File: config.mk
export PLATFORM = sky130hd
export DESIGN_NAME = mux4to1_rr
export DESIGN_NICKNAME = d
export VERILOG_FILES = /design/src/rtl/mux4to1_rr_pkg.sv /design/src/rtl/mux4to1_rr_arb4.sv /design/src/rtl/mux4to1_rr.sv
export SDC_FILE = /design/constraint.sdc
export NUM_CORES = 1
export LEC_CHECK = 0
export ABC_AREA = 1
export BUFFER_PORTS_ARGS = -buffer_cell sky130_fd_sc_hd__buf_2
export CORE_ASPECT_RATIO = 1.1
export CORE_MARGIN = 1
export CORE_UTILIZATION = 41
export CTS_CLUSTER_SIZE = 20
export DETAILED_ROUTE_END_ITERATION = 16
export PLACE_DENSITY = 0.76
export SLEW_MARGIN = 15
export SYNTH_ARGS = -nofsm -noshare
export SYNTH_HDL_FRONTEND = slang
export SYNTH_SLANG_ARGS = --single-unit
File: constraint.sdc
create_clock -name clk -period 1.65 [get_ports clk]
set_input_delay 0.0825 -clock clk [delete_from_list [all_inputs] [get_ports clk]]
set_output_delay 0.0825 -clock clk [all_outputs]
set_load 0.02 [all_outputs]
File: src/rtl/mux4to1_rr_pkg.sv
// mux4to1_rr_pkg: lane count and select encoding shared with the 1:4 demux
package mux4to1_rr_pkg;
  localparam int SEL_W = 2;
  localparam int NLANES = 4;
  typedef logic [SEL_W-1:0] sel_t;
endpackage

File: src/rtl/mux4to1_rr_arb4.sv
// rr_arb4: combinational round-robin priority rotator starting after the last grant
module rr_arb4
  import mux4to1_rr_pkg::*;
(
  input  logic [NLANES-1:0] req,
  input  sel_t              last,
  output logic [NLANES-1:0] gnt_onehot,
  output sel_t              gnt_idx,
  output logic              any
);
  sel_t c;
  always_comb begin
    gnt_idx = last;
    any = 1'b0;
    c = last;
    for (int i = NLANES; i >= 1; i--) begin
      c = last + sel_t'(i);
      if (req[c]) begin
        gnt_idx = c;
        any = 1'b1;
      end
    end
    gnt_onehot = any ? (4'b0001 << gnt_idx) : '0;
  end
endmodule

File: src/rtl/mux4to1_rr.sv
// mux4to1_rr: round-robin 4:1 stream merge into a registered, source-tagged output
module mux4to1_rr
  import mux4to1_rr_pkg::*;
#(
  parameter int W = 8
) (
  input  logic              clk,
  input  logic              rst_n,
  input  logic [NLANES-1:0] in_valid,
  input  logic [NLANES*W-1:0] in_data,
  output logic [NLANES-1:0] in_ready,
  output logic              out_valid,
  output logic [W-1:0]      out_data,
  output sel_t              out_sel,
  input  logic              out_ready
);
  logic              out_valid_q, out_valid_d;
  logic [W-1:0]      out_data_q, out_data_d;
  sel_t              out_sel_q, out_sel_d, last_q, last_d;
  logic [NLANES-1:0] gnt_onehot;
  sel_t              gnt_idx;
  logic              any, load_ok, take;

  rr_arb4 u_arb (
    .req        (in_valid),
    .last       (last_q),
    .gnt_onehot (gnt_onehot),
    .gnt_idx    (gnt_idx),
    .any        (any)
  );

  // consume and reload may coincide, so a draining register never bubbles
  assign load_ok = !out_valid_q || out_ready;
  assign take = load_ok && any;
  assign in_ready = (rst_n && load_ok) ? gnt_onehot : '0;
  assign out_valid_d = load_ok ? any : out_valid_q;
  assign out_data_d = take ? in_data[gnt_idx*W +: W] : out_data_q;
  assign out_sel_d = take ? gnt_idx : out_sel_q;
  assign last_d = take ? gnt_idx : last_q;

  always_ff @(posedge clk) begin
    if (!rst_n) begin
      out_valid_q <= 1'b0;
      out_data_q <= '0;
      out_sel_q <= '0;
      last_q <= sel_t'(NLANES - 1);
    end else begin
      out_valid_q <= out_valid_d;
      out_data_q <= out_data_d;
      out_sel_q <= out_sel_d;
      last_q <= last_d;
    end
  end

  assign out_valid = out_valid_q;
  assign out_data = out_data_q;
  assign out_sel = out_sel_q;
endmodule

# [Word level (Yosys, flattened, before mapping)]
# Index checks and enable logic that the tools add are counted.
[word_totals] word_cells=34 regBits=13
[op_classes] n_addsub=3 n_mux=17 n_reduce_logical=4 shifts=2 n_lt_le_gt_ge=4
[op_table] op="32-bit by 6-bit indexed part select with 8-bit output" count=1
[op_table] op="2-bit by 3-bit less-than comparator with 1-bit output, second input constant" count=4
[op_table] op="1-bit binary-select mux with 2-bit select" count=4
[op_table] op="1-bit two-way mux" count=8
[op_table] op="4-bit two-way mux" count=2
[op_table] op="2-bit two-way mux" count=3
[op_table] op="2-bit adder, second input constant" count=2
[op_table] op="1-bit by 2-bit << shifter with 4-bit output, first input constant" count=1
[op_table] op="2-bit by 1-bit adder with 2-bit output, second input constant" count=1
[op_table] op="1-bit logical AND" count=2
[op_table] op="1-bit zero test" count=1
[op_table] op="1-bit logical OR" count=1

# [Depth between registers and ports, before layout]
# Gate-level depths: netlist (run 1).
[depth] depth_word=9 depth_mapped=16 depth_no_buf=15

# [Cells and area by module]
# From an unflattened synthesis (run 1), not the netlist that was laid out.
[unflattened] hier_cells=190 hier_area_um2=1052.3
[by_module_without_submodules] module="mux4to1_rr" cells_per_inst=134 instances=1 area_per_inst_um2=794.5
[by_module_without_submodules] module="rr_arb4" cells_per_inst=56 instances=1 area_per_inst_um2=257.7

# [Least setup slack after synthesis (run 1)]
# Ideal clock, no wire load.
[synth_path] path_kind="reg-to-output" start="reg last_q[0]" end="out in_ready[2]" t_required_ns=1.567 stages_incl_launch_ff=12 slack_ns=-0.181 arrival_time_ns=1.748 path_cell_list="dfxtp_1 buf_6 inv_6 nand2_2 nand2_1 nand2_1 nand2_1 inv_2 a21boi_4 inv_2 buf_4 nor3_1"
[synth_between] elab_chain_cells=9 word_cells_on_any_way=21 classes_between="3 x add/sub; 1 x shift; 17 x mux"
[synth_lines] element="from (decl)" line="mux4to1_rr.sv:19" text="sel_t out_sel_q, out_sel_d, last_q, last_d;"
[synth_lines] element="from (signal assigned)" line="mux4to1_rr.sv:46" text="last_q <= sel_t'(NLANES - 1);"
[synth_lines] element="from (signal assigned)" line="mux4to1_rr.sv:51" text="last_q <= last_d;"
[synth_lines] element="2-bit adder" line="mux4to1_rr_arb4.sv:17" text="c = last + sel_t'(i);"
[synth_lines] element="1-bit binary-select mux with 2-bit select" line="mux4to1_rr_arb4.sv:18" text="if (req[c]) begin"
[synth_lines] element="1-bit two-way mux (not written as such)" line="mux4to1_rr_arb4.sv:18"
[synth_lines] element="2-bit two-way mux (3 in a row)" line="mux4to1_rr_arb4.sv:18"
[synth_lines] element="1-bit by 2-bit << shifter with 4-bit output" line="mux4to1_rr_arb4.sv:23" text="gnt_onehot = any ? (4'b0001 << gnt_idx) : '0;"
[synth_lines] element="4-bit two-way mux *" line="mux4to1_rr_arb4.sv:23"
[synth_lines] element="4-bit two-way mux *" line="mux4to1_rr.sv:35" text="assign in_ready = (rst_n && load_ok) ? gnt_onehot : '0;"
[synth_lines] element="to (decl)" line="mux4to1_rr.sv:11" text="output logic [NLANES-1:0] in_ready,"
# Every way passes the cells marked *; elsewhere a longest branch is shown, timed or not. The select of a mux whose other input is x is not followed.

# [Final worst setup path (run 1)]
[layout_path] start="reg last_q[0]" end="out in_ready[1]"
# Same word-level chain as after synthesis.

==> flow_summary_export.csv, run 1 <==
group,metric,value,unit
setup_path,crit_buf_inv,5,
clocking,cts_sinks,13,
timing,worst_pin_slew,0.275,ns
placement,gp_congestion,0.827,
clocking,cts-root-buf,"clkbuf_4",
final_layout,fill_cells,233,
setup_path,reg2reg_to,"out_data[0]",
timing,whs,0.0805,ns
detailed_routing,antenna_left,0,
timing,setup_violations,12,
setup_path,reg2reg_depth,16,
final_layout,final_nets,290,
synth,synth_cells,178,
timing,setup_slack,-0.244,ns
setup_path,crit-reg2reg-launch,"last_q[0]",
synth,ys_seq_area_share,24.3,%
global_routing,antenna_found_initial,0,
setup_path,critPathMaxFanout,9,
global_routing,grt_max_degree,14,
placement,io_buffers,53,
synth,synth_area,0.00107,mm2
global_routing,grt-ovfl-total,0,
clocking,cts_tree,"yes",
floorplan,die_h,55.6,um
final_layout,fin_util,67.8,%
synth,avgSynthCellArea,6.02,um2
global_routing,grt_pass1_wl,5300,um
timing,fin_crit,1.89,ns
timing,final-hold-violation-count,0,
synth,synth_compound_area_share,7.71,%
synth,yosysWarnings,0,
timing,grt_setup_unrepaired,"true",
final_layout,drive_gt1_share,48.0,%
setup_path,worst_path_max_delay_cell,"dfxtp_2",
detailed_routing,first_iter_violations,34,
flow_run,drv_cap,0,
clocking,htreeDepth,1,
floorplan,die_area,0.00282,mm2
floorplan,io_pins,54,
detailed_routing,drt-pass1-iter-count,4,
synth,synth_cell_types,24,
hold_path,holdPathStages,3,
outcome,status,"finished with violations",
setup_path,startpoint_type,"flop",
synth,synthMuxAreaShare,0,%
setup_path,slowest_delay,0.34,ns
detailed_routing,drc_errors,0,
hold_path,hp-class,"input pin to flop",
detailed_routing,vias_per_cell,4.89,
hold_path,min-delay-start,"rst_n",
floorplan,initial_utilization,42.9,%
detailed_routing,routed_wl,3200,um
clocking,cts_max_path_buffers,2,
setup_path,critPathMostFrequentCell,"nand2_4",
final_layout,antenna_cells,0,
power,power_density,2840,mW/mm2
setup_path,critical_path_class,"flop to output pin",
synth,synth-simple-area-share,53.9,%
synth,syn_nets,217,
detailed_routing,wire_per_inst,11.4,um
timing,final-max-slew-violation-count,0,
synth,ys_ff_latch,13,
outcome,violations,"setup timing",
clocking,numCtsBuffers,3,
clocking,path_clk_slew,0.08,ns
setup_path,path_delay_family,"simple AND/OR/NAND/NOR gates",
setup_path,critPathArrivalTime,1.81,ns
floorplan,rows,19,
placement,hpwl,2260,um
setup_path,required,1.57,ns
hold_path,hold_path_end,"out_valid",
power,ir_drop,1690,uV
timing,period_share,115,%
synth,synth_top_family_by_area,"simple AND/OR/NAND/NOR gates",
final_layout,syn2layout_area_growth,57.9,%
synth,synthAdderAreaFrac,0,%
setup_path,cp_cell_sequence,"buf_12, inv_8, nand2_1, nand3_2, nand2_1, inv_2, nand2_4, nand2_4, nand2_4, nand2_4, inv_4, nand2_2, nor2_1, buf_4",
timing,skew,0.00109,ns
floorplan,fp.dieW,50.7,um
global_routing,grt_pass1_vias,1283,
timing,clock.fmax,528,MHz
global_routing,grtUsageTotal,24.0,%
final_layout,final_cell_area,0.00169,mm2
power,leakagePower,0.960,nW
setup_path,endpoint_kind,"output pin",
clocking,clk_latency,0.28,ns
detailed_routing,num_vias,1375,
placement,dpl_cell_area,0.00148,mm2
floorplan,fp.coreArea,0.00250,mm2
setup_path,rrSetupSlack,-0.17,ns
synth,synth-xor-area-share,0,%
timing,relSlewSlack,81.6,%
==> worst register-to-register path: cells and delay by family, from the launching register on <==
family,cells,cell delay (ns)
and+or+nand+nor,11,0.85
buffers and inverters,5,0.51
DFF,1,0.34
==> layout by cell type (no fill, tap or decap) <==
cell / n
a21boi_4: 1
a22oi_1: 2
buf_12: 3
buf_2: 49
buf_4: 21
buf_6: 2
clkbuf_1: 1
clkbuf_4: 3
dfxtp_1: 11
dfxtp_2: 2
inv_1: 15
inv_2: 4
inv_4: 3
inv_8: 1
nand2_1: 40
nand2_2: 9
nand2_4: 11
nand3_1: 20
nand3_2: 2
nand3_4: 1
nand3b_1: 2
nand4_1: 6
nor2_1: 26
nor2_2: 1
nor2_4: 2
nor3_2: 2
nor3_4: 1
o21ai_0: 6
o21ai_1: 1
o21ai_2: 1
o21ai_4: 1
==> per-stage QoR <==
step                setup WS [ns]  power [mW]  std cells  setup TNS (ns)
finish                     -0.244        4.81        281           -2.07
global route               -0.314        5.21        281           -3.50
CTS                        -0.195        4.58        281           -1.65
detailed placement        -0.0196        3.87        270         -0.0581
global placement         -0.00557        3.83        270        -0.00941
floorplan                 -0.0167        2.90        178         -0.0167
==> report_power, final <==
group	internal [mW]	switching [mW]	leakage, nW	total, mW
Clock	0.0940	0.112	0.0150	0.206
Combinational	1.78	2.29	0.837	4.07
Sequential	0.459	0.0773	0.108	0.537
Total	2.33	2.48	0.960	4.81
==> timing repair <==
action	4_1_cts	5_1_grt
gates resized for setup	21	19
hold buffers	0	0
setup endpoints to repair	11	17
buffers inserted	7	0
hold endpoints to repair	0	0
pin swaps	7	9
==> Yosys cell counts (all sizes together) <==
cell / n / share of area [%]
a21boi: 1 / 1.8
nand2: 60 / 24
nand3: 23 / 12
buf: 6 / 5.3
clkbuf: 1 / 0.35
o21ai: 9 / 4.6
nor2: 29 / 11
nor3: 3 / 1.9
a22oi: 2 / 1.4
nand3b: 2 / 1.4
inv: 23 / 8.5
nand4: 6 / 3.5
dfxtp: 13 / 24
==> worst max path at each step <==
stage / startpoint / to / slack [ns] / depth (start not counted)
3_5_place_dp: last_q[0] / out_data[2] / -0.02 / 15
4_1_cts: last_q[0] / in_ready[1] / -0.19 / 14
5_1_grt: last_q[0] / in_ready[1] / -0.31 / 14
3_3_place_gp: last_q[0] / out_data[5] / -0.006 / 17
6_report: last_q[0] / in_ready[1] / -0.24 / 14
2_1_floorplan: last_q[0] / in_ready[2] / -0.02 / 11
==> flip-flops by register name, indices dropped and copies added (netlist names) <==
name,count
out_data,8
last_q,2
out_sel,2
out_valid,1
==> cell type report <==
type	instances	area [um2]	area share, %
tap	31	38.8	2.29
inverter	23	101	5.99
multi-input combinational	135	777	45.9
sequential	13	263	15.5
clock buffer	4	26.3	1.55
timing repair buffer	75	485	28.7
==> per-layer routing <==
metal,vias up,GRT usage [%],share of wire [%]
met2,38,44.2,52
met5,-,0,0
met1,624,28.1,42
met4,0,8.33,2.0
met3,7,2.19,4.0
li1,706,-,-
==> logic make-up after synthesis <==
group	Yosys count
and+or+nand+nor	123
DFF	13
AOI/OAI and AO/OA	12
buffers and inverters	30
(Power assumes the default switching activity.)
==> run 2, diff against run 1 <==
--- a/config.mk
+++ b/config.mk
@@ -12,6 +12,7 @@
 export CORE_UTILIZATION = 41
 export CTS_CLUSTER_SIZE = 20
 export DETAILED_ROUTE_END_ITERATION = 16
+export HOLD_SLACK_MARGIN = 0.15
 export PLACE_DENSITY = 0.76
 export SLEW_MARGIN = 15
 export SYNTH_ARGS = -nofsm -noshare
==> run 2 against run 1 <==
Net effect:
- the run still ends with setup timing left
- critical path depth did not move
- clock power barely moved
- fmax barely moved
- clock-buffer cell count did not move
- hold slack improved by 0.056 ns
- sequential share of layout area fell by 0.18 points
- sequential cell count did not move
- cell count rose by 0.71%
- non-clock buffer count rose by 2
- global-route usage did not move
- setup slack got worse by 0.00061 ns
- largest cell class unchanged
==> flow_summary_export.csv, run 2 (synthesis gave the netlist of run 1 again) <==
group,metric,value,unit
timing,final-hold-violation-count,0,
floorplan,fp.dieW,50.7,um
floorplan,io_pins,54,
final_layout,antenna_cells,0,
timing,period_share,115,%
detailed_routing,routed_wl,3230,um
floorplan,die_area,0.00282,mm2
timing,clock.fmax,528,MHz
placement,dp_cells,270,
setup_path,reg2reg_to,"out_data[2]",
hold_path,hp-class,"input pin to flop",
power,ir_drop,1700,uV
detailed_routing,drc_errors,0,
hold_path,min-delay-start,"out_ready",
power,finalPower,4.81,mW
setup_path,required,1.57,ns
setup_path,cp-startpoint,"last_q[0]",
timing,grt_setup_unrepaired,"true",
timing,relSlewSlack,81.6,%
final_layout,final_cells,283,
timing,setup_violations,12,
clocking,cts_sinks,13,
clocking,cts_max_path_buffers,2,
power,power_density,2810,mW/mm2
placement,dpl_cell_area,0.00148,mm2
setup_path,endpoint_kind,"output pin",
setup_path,critical_path_class,"flop to output pin",
setup_path,slowest_delay,0.34,ns
setup_path,reg2reg_depth,17,
clocking,numCtsBuffers,3,
timing,tns,-2.09,ns
floorplan,initial_utilization,42.9,%
clocking,clk_latency,0.28,ns
final_layout,mostFrequentLayoutCell,"buf_2",
power,leakagePower,0.968,nW
placement,io_buffers,53,
power,p_clk_share,4.3,%
final_layout,final_cell_mix,"buf_2 (49), nand2_1 (40), nor2_1 (26)",
power,p_sw_share,51.5,%
global_routing,grt-ovfl-total,0,
hold_path,hold_path_end,"out_valid",
final_layout,largest_reg_flops,8,
timing,worst_pin_slew,0.275,ns
global_routing,grt_pass1_vias,1283,
setup_path,critPathMaxFanout,9,
global_routing,grtUsageTotal,24.0,%
setup_path,cp_cell_sequence,"buf_12, inv_8, nand2_1, nand3_2, nand2_1, inv_2, nand2_4, nand2_4, nand2_4, nand2_4, inv_4, nand2_2, nor2_1, buf_4",
detailed_routing,antenna_left,0,
setup_path,startpoint_type,"flop",
setup_path,rrSetupSlack,-0.17,ns
final_layout,fin_util,68.6,%
outcome,violations,"setup timing",
placement,hpwl,2260,um
placement,place_ws,-0.0196,ns
power,internal_power,2.34,mW
floorplan,rows,19,
placement,gp_congestion,0.827,
timing,final-max-slew-violation-count,0,
outcome,status,"finished with violations",
hold_path,holdPathStages,4,
detailed_routing,wire_per_inst,11.4,um
final_layout,final_nets,292,
floorplan,fp.coreArea,0.00250,mm2
detailed_routing,num_vias,1369,
power,p_seq_share,11.1,%
power,combPwrFrac,84.6,%
clocking,cts_tree,"yes",
setup_path,worst_path_max_delay_cell,"dfxtp_2",
final_layout,drive_gt1_share,47.6,%
detailed_routing,first_iter_violations,31,
global_routing,grt_max_degree,14,
clocking,cts-root-buf,"clkbuf_4",
setup_path,crit-reg2reg-launch,"last_q[0]",
timing,setup_slack,-0.244,ns
clocking,htreeDepth,1,
final_layout,final_cell_area,0.00171,mm2
detailed_routing,drt-pass1-iter-count,4,
final_layout,syn2layout_area_growth,59.8,%
timing,fin_crit,1.89,ns
flow_run,drv_cap,0,
floorplan,die_h,55.6,um
setup_path,critPathArrivalTime,1.81,ns
detailed_routing,vias_per_cell,4.84,
global_routing,antenna_found_initial,0,
timing,whs,0.137,ns
final_layout,fill_cells,231,
global_routing,grt_pass1_wl,5300,um
setup_path,critPathMostFrequentCell,"nand2_4",
timing,skew,0.00215,ns
power,power.switching,2.48,mW
clocking,path_clk_slew,0.08,ns
run 2: layout make-up:
| type | count | area [um2] | share of cell area (%) |
|---|---|---|---|
| clock buffer | 4 | 26.3 | 1.54 |
| sequential | 13 | 263 | 15.4 |
| timing repair buffer | 77 | 505 | 29.5 |
| multi-input combinational | 135 | 777 | 45.4 |
| inverter | 23 | 101 | 5.92 |
| tap | 31 | 38.8 | 2.27 |
run 2: how the worst max path moves through the flow:
stage | end | slack [ns]
2_1_floorplan | in_ready[2] | -0.02
3_3_place_gp | out_data[5] | -0.006
3_5_place_dp | out_data[2] | -0.02
4_1_cts | in_ready[1] | -0.19
5_1_grt | in_ready[1] | -0.31
6_report | in_ready[1] | -0.24
run 2: power groups by stage:
stage	Clock, mW	Sequential [mW]	Combinational, mW
final	0.205	0.536	4.07
after global routing	0.223	0.552	4.44
after global placement	0	0.531	3.30
after floorplan	0	0.651	2.25
after detailed placement	0	0.535	3.33
after CTS	0.208	0.536	3.83
run 2: critical path: cells and delay by family, from the launching register on:
family,cells,cell delay [ns]
buffers and inverters,5,0.44
and+or+nand+nor,9,0.72
DFF,1,0.34
run 2: metal layers:
| layer | GRT usage [%] | wire [um] | vias up |
|---|---|---|---|
| met1 | 28.1 | 1350 | 620 |
| met3 | 2.19 | 109 | 7 |
| met5 | 0 | 0 | - |
| li1 | - | - | 710 |
| met2 | 44.2 | 1700 | 32 |
| met4 | 8.33 | 64 | 0 |
run 2: what timing repair did:
item | 4_1_cts | 5_1_grt
pin swaps | 7 | 9
hold buffers | 2 | 0
gates resized for setup | 21 | 19
setup buffers | 7 | 0
hold endpoints to repair | 7 | 0
setup endpoints to repair | 11 | 17
